$ cat src/rtl/ball_pkg.sv
// Shared constants and types for the bouncing-ball position engine and renderer.
package ball_pkg;

    typedef enum logic [1:0] {
        IDLE  = 2'd0,
        RUN   = 2'd1,
        PAUSE = 2'd2,
        STEP  = 2'd3
    } state_t;

    localparam logic DIR_POS = 1'b1;
    localparam logic DIR_NEG = 1'b0;

    localparam int SCREEN_W     = 1024;
    localparam int SCREEN_H     = 768;
    localparam int BALL_RADIUS  = 16;
    localparam int BALL_X_SPEED = 2;
    localparam int BALL_Y_SPEED = 2;

    // Ceiling log2, used to size position ports from screen dimensions.
    function automatic int log2(input int value);
        int r;
        r = 0;
        for (int i = 0; i < 31; i++) begin
            if ((1 << i) < value) r = i + 1;
        end
        return r;
    endfunction

endpackage

$ cat src/rtl/ball_axis_step.sv
// One axis of ball motion: next position and direction with wall reflection.
module ball_axis_step
    import ball_pkg::*;
#(
    parameter int dim    = SCREEN_W,
    parameter int radius = BALL_RADIUS,
    parameter int speed  = BALL_X_SPEED
) (
    input  logic [log2(dim)-1:0] pos,
    input  logic                 dir,
    output logic [log2(dim)-1:0] nxt_pos,
    output logic                 nxt_dir,
    output logic                 hit
);

    localparam int PW = log2(dim);
    localparam int EW = PW + 1;

    // One extra bit so pos+speed cannot wrap before the bound compare.
    localparam logic [EW-1:0] LO     = EW'(radius);
    localparam logic [EW-1:0] HI     = EW'(dim - 1 - radius);
    localparam logic [EW-1:0] SPD    = EW'(speed);
    localparam logic [EW-1:0] LO_SPD = EW'(radius + speed);

    logic [EW-1:0] pos_x;
    logic [EW-1:0] sum_x;

    assign pos_x = {1'b0, pos};
    assign sum_x = pos_x + SPD;

    always_comb begin
        nxt_pos = pos;
        nxt_dir = dir;
        hit     = 1'b0;
        if (dir == DIR_POS) begin
            if (sum_x > HI) begin
                nxt_pos = HI[PW-1:0];
                nxt_dir = DIR_NEG;
                hit     = 1'b1;
            end else begin
                nxt_pos = sum_x[PW-1:0];
            end
        end else begin
            if (pos_x < LO_SPD) begin
                nxt_pos = LO[PW-1:0];
                nxt_dir = DIR_POS;
                hit     = 1'b1;
            end else begin
                nxt_pos = pos - SPD[PW-1:0];
            end
        end
    end

endmodule

$ cat src/rtl/ball_motion.sv
// Ball centre position engine: steps once per frame_div frame_start pulses.
// Optional BALL_BOUNCE_CNT_EN adds a saturating 16-bit bounce_cnt output.
module ball_motion
    import ball_pkg::*;
#(
    parameter int width       = SCREEN_W,
    parameter int height      = SCREEN_H,
    parameter int ball_radius = BALL_RADIUS,
    parameter int x_speed     = BALL_X_SPEED,
    parameter int y_speed     = BALL_Y_SPEED,
    parameter int start_x     = 512,
    parameter int start_y     = 384,
    parameter int frame_div   = 1
) (
    input  logic                    clk,
    input  logic                    reset,
    input  logic                    enable,
    input  logic                    run,
    input  logic                    frame_start,
    output logic [log2(width)-1:0]  h_pos,
    output logic [log2(height)-1:0] v_pos,
    output logic                    x_dir,
    output logic                    y_dir,
    output logic                    ball_en,
    output logic                    move,
    output logic                    bounce,
`ifdef BALL_BOUNCE_CNT_EN
    output logic [15:0]             bounce_cnt,
`endif
    output state_t                  dbg_state
);

    localparam int XW = log2(width);
    localparam int YW = log2(height);
    localparam logic [7:0] DIV_LAST = 8'(frame_div - 1);

    state_t          state_q;
    logic [7:0]      div_q, div_d;
    logic            pend_q;
    logic [XW-1:0]   h_q, x_nxt;
    logic [YW-1:0]   v_q, y_nxt;
    logic            xd_q, yd_q, x_nxt_dir, y_nxt_dir, x_hit, y_hit;
    logic            ben_q, move_q, bounce_q;
    logic            counted, fire;
`ifdef BALL_BOUNCE_CNT_EN
    logic [15:0]     cnt_q;
`endif

    ball_axis_step #(.dim(width), .radius(ball_radius), .speed(x_speed)) u_axis_x (
        .pos     (h_q),
        .dir     (xd_q),
        .nxt_pos (x_nxt),
        .nxt_dir (x_nxt_dir),
        .hit     (x_hit)
    );

    ball_axis_step #(.dim(height), .radius(ball_radius), .speed(y_speed)) u_axis_y (
        .pos     (v_q),
        .dir     (yd_q),
        .nxt_pos (y_nxt),
        .nxt_dir (y_nxt_dir),
        .hit     (y_hit)
    );

    // Pulses are counted in STEP too; one that completes the divider there is parked in pend_q.
    always_comb begin
        counted = frame_start && run && ((state_q == RUN) || (state_q == STEP));
        fire    = counted && (div_q == DIV_LAST);
        div_d   = div_q;
        if (fire) begin
            div_d = 8'd0;
        end else if (counted) begin
            div_d = div_q + 8'd1;
        end
    end

    always_ff @(posedge clk or posedge reset) begin
        if (reset) begin
            state_q  <= IDLE;
            div_q    <= 8'd0;
            pend_q   <= 1'b0;
            h_q      <= XW'(start_x);
            v_q      <= YW'(start_y);
            xd_q     <= DIR_POS;
            yd_q     <= DIR_POS;
            ben_q    <= 1'b0;
            move_q   <= 1'b0;
            bounce_q <= 1'b0;
`ifdef BALL_BOUNCE_CNT_EN
            cnt_q    <= 16'd0;
`endif
        end else begin
            move_q   <= 1'b0;
            bounce_q <= 1'b0;
            ben_q    <= enable;
            if (!enable) begin
                state_q <= IDLE;
                div_q   <= 8'd0;
                pend_q  <= 1'b0;
            end else begin
                case (state_q)
                    IDLE: state_q <= RUN;
                    RUN: begin
                        if (!run) begin
                            state_q <= PAUSE;
                        end else begin
                            div_q <= div_d;
                            if (pend_q || fire) begin
                                state_q <= STEP;
                                pend_q  <= pend_q && fire;
                            end
                        end
                    end
                    PAUSE: if (run) state_q <= RUN;
                    STEP: begin
                        h_q      <= x_nxt;
                        v_q      <= y_nxt;
                        xd_q     <= x_nxt_dir;
                        yd_q     <= y_nxt_dir;
                        move_q   <= 1'b1;
                        bounce_q <= x_hit | y_hit;
`ifdef BALL_BOUNCE_CNT_EN
                        if ((x_hit | y_hit) && (cnt_q != 16'hFFFF)) cnt_q <= cnt_q + 16'd1;
`endif
                        div_q    <= div_d;
                        pend_q   <= pend_q | fire;
                        state_q  <= RUN;
                    end
                    default: state_q <= IDLE;
                endcase
            end
        end
    end

    assign h_pos     = h_q;
    assign v_pos     = v_q;
    assign x_dir     = xd_q;
    assign y_dir     = yd_q;
    assign ball_en   = ben_q;
    assign move      = move_q;
    assign bounce    = bounce_q;
    assign dbg_state = state_q;
`ifdef BALL_BOUNCE_CNT_EN
    assign bounce_cnt = cnt_q;
`endif

endmodule

$ cat config.mk
export PLATFORM = sky130hd
export DESIGN_NAME = ball_motion
export DESIGN_NICKNAME = d
export VERILOG_FILES = /design/src/rtl/ball_pkg.sv /design/src/rtl/ball_axis_step.sv /design/src/rtl/ball_motion.sv
export SDC_FILE = /design/constraint.sdc
export NUM_CORES = 1
export LEC_CHECK = 0
export ABC_AREA = 1
export CORE_MARGIN = 4
export CORE_UTILIZATION = 30
export DETAILED_ROUTE_END_ITERATION = 10
export HOLD_SLACK_MARGIN = 0.1
export PLACE_DENSITY_LB_ADDON = 0.15
export SLEW_MARGIN = 20
export SYNTH_ARGS = -nofsm -noshare
export SYNTH_HDL_FRONTEND = slang
export SYNTH_SLANG_ARGS = --single-unit
$ cat constraint.sdc
create_clock -name clk -period 2.4 [get_ports clk]
set_clock_uncertainty 0.1 [all_clocks]
set_input_delay 0.48 -clock clk [delete_from_list [all_inputs] [get_ports clk]]
set_output_delay 0.48 -clock clk [all_outputs]
set_load 0.05 [all_outputs]
**Word-level counts from Yosys, hierarchy flattened**

Cells that the tools add are included.

- Register bits after elaboration: 36
- Output and inout port bits: 27
- Word-level logic and storage cells: 76

- Add/sub/neg operators: 5
- Magnitude comparators: 4
- Eq/ne operators: 8
- Multiplexer cells: 34
- Bitwise gates (word level): 2
- Reduce and logical (&&, ||, !) cells: 13

Operators by type and width:

| kind | count |
|---|---|
| $mux W10 | 6 |
| $mux W8 | 4 |
| $add A10 B2 Y11 const B | 2 |
| $gt A11 B10 Y1 const B | 2 |
| $lt A10 B5 Y1 const B | 2 |
| $sub A10 B2 Y10 const B | 2 |
| $mux W1 | 17 |
| $pmux W8 S2 | 1 |
| $add A8 B1 Y8 const B | 1 |
| $logic_not A8 Y1 | 1 |
| $mux W2 | 4 |
| $ne A3 B3 Y1 const B | 2 |
| $pmux W2 S3 | 1 |
| $reduce_and A2 Y1 | 3 |
| $eq A2 B2 Y1 const B | 2 |
| $logic_and A1 B1 Y1 | 4 |
| $ne A4 B3 Y1 const B | 1 |
| $ne A3 B1 Y1 const B | 1 |
| $ne A3 B2 Y1 const B | 1 |
| $reduce_and A3 Y1 | 1 |
| $eq A2 B1 Y1 const B | 1 |
| $logic_not A2 Y1 | 1 |
| $logic_or A1 B1 Y1 | 2 |
| $or A1 B1 Y1 | 2 |
| 2 further kinds | 2 |

**Logic depth before layout (Yosys ltp)**

Gate-level depths: netlist of run 1.

- Depth in word-level cells: 9
- Mapped depth: 14

**Cells and area by module**

From an unflattened synthesis of run 1, not the netlist that was laid out.

- Cells, all modules: 447
- Area, all modules: 2865.2 µm²

By module, submodules not included:

| module | times used | cells an instance | area each (µm²) | seq. area each (µm²) |
|---|---|---|---|---|
| ball_motion | 1 | 185 | 1575.3 | 907.1 |
| ball_axis_step (u_axis_x) | 1 | 127 | 656.9 | 0.0 |
| ball_axis_step (u_axis_y) | 1 | 135 | 633.1 | 0.0 |

**Least setup slack after synthesis of run 1**

Ideal clock, no wire load.

- Path kind: register to register
- Start point: register v_q[2], in the netlist v_pos[2]
- End point: register v_q[0], in the netlist v_pos[0]
- Library setup time: 119 ps
- Arrival time: 1945 ps
- Data required time: 2181 ps
- Setup slack: 236 ps
- Cell stages (with the launch flop): 15
- Buffers on the path: 0
- Path through: dfrtp_1 > ha_1 > nand2_2 > nor2_4 > nand2_1 > nand2_1 > nand2_2 > nor2_2 > nand2_1 > nand2_2 > nand2_4 > nand2_2 > nand2_2 > nand2_1 > nand2_1

- Word-level cells in the longest chain between the ends: 4

RTL lines:

| item | RTL line | source |
|---|---|---|
| from (decl) | ball_motion.sv:41 | `logic [YW-1:0] v_q, y_nxt;` |
| from (signal assigned) | ball_motion.sv:83 | `v_q <= YW'(start_y);` |
| from (signal assigned) | ball_motion.sv:117 | `v_q <= y_nxt;` |
| $add A10 B2 Y11 | ball_axis_step.sv:29 | `assign sum_x = pos_x + SPD;` |
| $gt A11 B10 Y1 | ball_axis_step.sv:36 | `if (sum_x > HI) begin` |
| $mux W10 | ball_axis_step.sv:36 |  |
| $mux W10 * | ball_axis_step.sv:35 | `if (dir == DIR_POS) begin` |

Every way passes the cells marked *; elsewhere a longest branch is shown, timed or not.
A chain may end at the register's enable or synchronous reset.

**Final worst setup path of run 1**

- Start point: register xd_q, in the netlist x_dir
- End point: output x_dir

RTL lines:

| item | RTL line | source |
|---|---|---|
| from (decl) | ball_motion.sv:42 | `logic xd_q, yd_q, x_nxt_dir, y_nxt_dir, x_hit, y_hit;` |
| from (signal assigned) | ball_motion.sv:118 | `xd_q <= x_nxt_dir;` |
| to (decl) | ball_motion.sv:22 | `output logic x_dir,` |

No word-level cell between the ends.

==> reports/summary.txt, run 1 <==
Status - finished, final reports clean
Rows - 33
Die outline area - 0.01020 mm^2
Number of synthesized flops with an enable pin - 0
Post-CTS Setup Repair Bufs - 0
Multi-input gate area - 0.001468 mm^2
Crit-path cells - clkdlybuf4s50_1
Floorplan core area - 0.008299 mm^2
Maximum clock path buffer count - 2
Sequential area share after synthesis - 34.97%
CTS tree - yes
Clock power share - 16.0%
HP Class - reg2reg
TritonCTS Buffers - 5
Fraction of registers with async set/reset - 100.0%
Top cells by count, synth - nand2_1, inv_1, nor2_1, dfrtp_1, nand3_1
Final Max Slew Viols - 0
Worst-path maximum fanout - 7
Fin crit share - 95.71%
Primary FF master, synth - dfrtp_1
Final HPWL DP - 4849 um
Most frequent cell after synthesis - nand2_1
Internal power - 1.365 mW
Area Overhead vs Synth - 19.83%
Sequential power share - 34.1%
Yosys top cell area share - 29.91%
Die Width - 101.0 um
Crit path time final - 2.297 ns
CTS H-Tree Depth - 2
Drt total wl - 6480 um
HP Start - h_pos[9]$_DFFE_PP1P_
Mapped Area - 0.002594 mm^2
Synth area leader - dfrtp_1
Yosys warns - 0
Via density - 4.676
FMAX - 435.4 MHz
# fillers - 901
Combinational Power Share - 49.9%
Worst r2r src - h_pos[2]$_DFFE_PP0P_
Vias - 2464
Nature of the critical path endpoint - primary output
Crit path max-delay family - buffers and inverters
Final Non-Filler Cells - 527
Global route overflow - 0
IO buf count - 31
Hold buffers post-CTS - 0
DIE HEIGHT - 101.0 um
CTS Sinks - 36
Critical Path Start Type - register
Arrival time at the worst endpoint - 1.72 ns
Post-route ant nets - 0
Setup TNS - 0 ns
DR DRC count - 0
Pwr per Cell Area - 882.3 mW/mm^2
Leading post-synthesis cells by cell area - dfrtp_1, nand2_1, inv_1
Net switching power - 1.377 mW
Syn Inst Count - 386
Wire length per cell - 12.30 um
Syn_area_per_cell - 6.720 um^2
Gr usage total - 13.33%
Worst skew pair latency - 0.29 ns
Synth cell types - 36
Initial Util - 31.25%
Final setup viols - 0
Crit-path slowest cell - clkdlybuf4s50_1
#FFs+latches synth - 36
Final Hold Vio Count - 0
First-pass GRT wire length - 11000 um
Worst-margin pin slew - 0.5019 ns
Largest stage delay, worst path - 0.82 ns
Initial antenna violation count - 0
Sw frac - 50.21%
# nets final - 434
DRT Pass-1 Iters - 4
GP Congestion - 0.8855
# IOs - 32
Share of cells above drive strength 1 - 10.43%
Initial DRC count - 91
Diodes inserted - 0
Post-synth net total - 399
Reg clk slew, reported paths - 0.08 ns
Worst path bufs/invs - 1
Root Driver - clkbuf_8
Vias in the first global route - 2340
Post_cts resized - 0
Largest net degree at the start of global routing - 37
Tot Pwr - 2.742 mW
Rel. slew slack - 66.44%
CP startpoint - x_dir$_DFFE_PP1P_
Unrepaired setup endpoints after global routing - no
Leakage - 1.483 nW
Maximum VDD drop - 0.5151 mV
Sequential standard cell area - 907.1 um^2
Setup Crit Path Kind - reg2out
Worst EP required - 1.82 ns
Max Cap Violations - 0
Placed Instances - 519
[routing by layer]
layer / GRT usage (%) / wire length [um]
met5: 0 / 0
met4: 3.783 / 91
met1: 18.10 / 3156
met2: 21.92 / 3023
met3: 2.076 / 208
[final timing paths]
| kind | endpoint | slack (ns) | cells past startpoint |
|---|---|---|---|
| max | x_dir | 0.10 | 1 |
| min | h_pos[9]$_DFFE_PP1P_ | 0.41 | 2 |
| max reg2reg | h_pos[6]$_DFFE_PP0P_ | 0.30 | 11 |
| min reg2reg | h_pos[9]$_DFFE_PP1P_ | 0.41 | 2 |
| max in group asynchronous | h_pos[9]$_DFFE_PP1P_ | 1.34 | 3 |
| min in group asynchronous | div_q[5]$_DFFE_PP0P_ | 0.49 | 3 |
[sequential cells by signal (all words and copies together) (netlist names)]
signal,count
move,1
div_q,8
ball_en,1
v_pos,10
h_pos,10
dbg_state,2
x_dir,1
bounce,1
pend_q,1
y_dir,1
[layout by cell type, fill, tap and decap left out, types with 2 or more instances in the layout]
cell / n
clkbuf_8: 5
o21ai_0: 15
o21ai_1: 2
nand3_1: 28
buf_4: 4
nand4_1: 5
nand3b_1: 4
ha_1: 8
nand3_2: 2
a21oi_1: 18
a211oi_1: 2
clkdlybuf4s50_1: 30
nor2_1: 36
nor2_2: 8
nand2_1: 123
clkinv_2: 2
xor2_1: 9
o22ai_1: 2
dfstp_2: 5
dfrtp_1: 31
or2_2: 2
nor3_1: 7
nand2_2: 10
inv_2: 3
nor4_1: 2
inv_1: 45
a31oi_1: 3
[layout make-up]
type,instances,area share (%)
timing repair buffer,34,10.63
multi-input combinational,295,47.22
clock buffer,5,2.214
sequential,36,29.19
tap,105,4.227
clock inverter,3,0.6039
inverter,49,5.918
[power groups by stage]
stage / clock network, mW / registers (mW) / logic (mW)
finish: 0.438 / 0.936 / 1.37
global route: 0.479 / 0.964 / 1.51
CTS: 0.460 / 0.934 / 1.38
detailed placement: 0 / 0.944 / 1.37
global placement: 0 / 0.944 / 1.37
floorplan: 0 / 1.22 / 0.692
[per-stage QoR]
| stage | hold WS, ns | utilization [%] | worst slack (ns) | cell area, um^2 |
|---|---|---|---|---|
| global placement | 0.4024 | 36.39 | 0.3133 | 3020 |
| floorplan | 0.3723 | - | 0.2356 | 2594 |
| finish | 0.4123 | 37.45 | 0.1031 | 3108 |
| global route | 0.4501 | 37.45 | 0.06399 | 3108 |
| CTS | 0.4174 | 37.45 | 0.08912 | 3108 |
| detailed placement | 0.4036 | 36.39 | 0.2475 | 3020 |
[cell families (layout without fill, tap and decap cells)]
family	after synthesis	count (layout)	share of synthesized area, %
AND/OR/NAND/NOR	231	231	39.60
buffers and inverters	55	91	8.441
AO/OA/AOI/OAI	46	46	9.745
flip-flops	36	36	34.97
XOR/XNOR	10	10	3.377
adder cells (fa/ha/maj)	8	8	3.859
Power figures use the tool's default switching activity.
==> inputs of run 2 (changes only) <==
- CORE_ASPECT_RATIO: not set -> 0.8
==> run 2 against run 1 <==
Compared with the run above:
- cell count rose by 1.1%
- worst setup slack better by 0.019 ns
- sequential power shrank 0.7%
- power rose by 0.40%
- global-route usage down 0.27 points
- register-to-register slack improved by 0.06 ns
- combinational power hardly changed
- design area up 0.56%
- non-clock buffer count is the same
- critical endpoint unchanged
- maximum frequency rose by 0.83%
- highest routed layer unchanged
- clock power is 7.1% higher
==> reports/summary.txt, run 2 (synthesized netlist as in run 1, its figures left out) <==
Largest stage delay, worst path - 0.82 ns (about the same)
Die Width - 112.0 um (+11%)
DIE HEIGHT - 91.17 um (-9.7%)
Hold buffers post-CTS - 0 (unchanged)
Max Cap Violations - 0 (unchanged)
Critical Path Start Type - register
FMAX - 439.0 MHz (+0.83%)
# nets final - 434 (unchanged)
Diodes inserted - 0 (unchanged)
CP Depth - 1 (unchanged)
Rel. slew slack - 66.68% (+0.24 points)
First-pass GRT wire length - 11070 um (+0.69%)
Hold path depth - 2 (unchanged)
Fin crit share - 94.92% (-0.78 points)
Pwr per Cell Area - 880.8 mW/mm^2 (-0.16%)
Combinational Power Share - 49.2% (-0.7 points)
TritonCTS Buffers - 5 (unchanged)
Final Hold Vio Count - 0 (unchanged)
Clock power share - 17.0% (+1.0 points)
Final Max Slew Viols - 0 (unchanged)
DR DRC count - 0 (unchanged)
Sw frac - 48.53% (-1.7 points)
Root Driver - clkbuf_8
Vias in the first global route - 2315 (-1.1%)
Cells on worst reg2reg path - 10 (-1)
GP Congestion - 0.8488 (-4.1%)
CTS Sinks - 36 (unchanged)
Initial antenna violation count - 0 (unchanged)
Wire length per cell - 11.89 um (-3.3%)
Leakage - 1.485 nW (+0.17%)
Global route overflow - 0 (unchanged)
Area Overhead vs Synth - 20.50%
Share of cells above drive strength 1 - 10.21% (-0.21 points)
Final setup viols - 0 (unchanged)
# fillers - 910 (+1.0%)
Final HPWL DP - 4854 um (+0.11%)
# IOs - 32 (unchanged)
Worst-margin pin slew - 0.4983 ns (-0.003577 ns)
CTS tree - yes
Post-route ant nets - 0 (unchanged)
Worst skew pair latency - 0.29 ns (about the same)
Initial DRC count - 163 (+79%)
Worst EP required - 1.82 ns (about the same)
Arrival time at the worst endpoint - 1.70 ns (-0.02 ns)
Unrepaired setup endpoints after global routing - no
Crit path max-delay family - buffers and inverters
Internal power - 1.417 mW (+3.8%)
Net switching power - 1.336 mW (-3.0%)
Maximum clock path buffer count - 2 (unchanged)
Worst-path maximum fanout - 7 (unchanged)
Final core utilization - 37.01% (-0.44 points)
Via density - 4.647 (-0.60%)
Gr usage total - 13.06% (-0.27 points)
Vias - 2477 (+0.53%)
Commonest cells after routing, fill and taps aside - nand2_1, inv_1, nor2_1, dfrtp_1, clkdlybuf4s50_1
Floorplan core area - 0.008446 mm^2 (+1.8%)
Crit-path cells - clkdlybuf4s50_1
Post-CTS Setup Repair Bufs - 0 (unchanged)
HP Class - reg2reg
Crit path time final - 2.278 ns (-0.01884 ns)
Rows - 30 (-9.1%)
Setup Crit Path Kind - reg2out
DRT Pass-1 Iters - 4 (unchanged)
Worst path bufs/invs - 1 (unchanged)
Post_cts resized - 0 (unchanged)
Maximum VDD drop - 0.3357 mV (-35%)
Setup TNS - 0 ns (unchanged)
Crit-path slowest cell - clkdlybuf4s50_1
Die outline area - 0.01021 mm^2 (about the same)
Commonest non-fill, non-tap cell in the layout - nand2_1
Nature of the critical path endpoint - primary output
Sequential power share - 33.8% (-0.3 points)
IO buf count - 31 (unchanged)
Initial Util - 30.71% (-0.54 points)
Reg clk slew, reported paths - 0.08 ns (about the same)
Drt total wl - 6340 um (-2.2%)
Status - finished, final reports clean
Largest net degree at the start of global routing - 37 (unchanged)
CTS H-Tree Depth - 2 (unchanged)
[run 2: metrics by stage]
stage                     instance area [um^2]  total power [mW]  setup WS [ns]  cells  hold slack, ns
after floorplan                           2594             1.909         0.2356    386          0.3723
after global placement                    3029             2.305         0.3413    526          0.3988
after detailed placement                  3029             2.306         0.3185    526          0.3972
after CTS                                 3126             2.791         0.1015    533          0.4137
after global routing                      3126             2.988        0.07263    533          0.4510
final                                     3126             2.753         0.1219    533          0.4138
[run 2: per-layer routing]
layer,global-route usage [%],routed length [um],vias up
li1,-,-,1302
met1,19.33,3209,1131
met2,19.46,2824,39
met3,2.665,258,5
met4,3.103,47,0
met5,0,0,-
[run 2: worst paths after layout]
check	to	startpoint	slack, ns
worst max-delay path	x_dir	x_dir$_DFFE_PP1P_	0.12
worst min-delay path	h_pos[9]$_DFFE_PP1P_	h_pos[9]$_DFFE_PP1P_	0.41
worst max register to register	h_pos[7]$_DFFE_PP0P_	h_pos[1]$_DFFE_PP0P_	0.36
worst min register to register	h_pos[9]$_DFFE_PP1P_	h_pos[9]$_DFFE_PP1P_	0.41
max in group asynchronous	x_dir$_DFFE_PP1P_	reset	1.35
min in group asynchronous	h_pos[2]$_DFFE_PP0P_	reset	0.50
[run 2: power groups by stage]
stage / clock (mW) / combinational, mW / sequential, mW
2_1_floorplan: 0 / 0.692 / 1.22
5_1_grt: 0.522 / 1.50 / 0.961
3_3_place_gp: 0 / 1.36 / 0.943
6_report: 0.469 / 1.35 / 0.929
4_1_cts: 0.493 / 1.36 / 0.935
3_5_place_dp: 0 / 1.36 / 0.945
[run 2: layout make-up]
class | count | area (um^2) | share of cell area (%)
Clock buffer | 7 | 96.34 | 3.082
Inverter | 49 | 183.9 | 5.885
Multi-Input combinational cell | 295 | 1468 | 46.96
Sequential cell | 36 | 907.1 | 29.02
Tap cell | 112 | 140.1 | 4.484
Timing Repair Buffer | 34 | 330.3 | 10.57
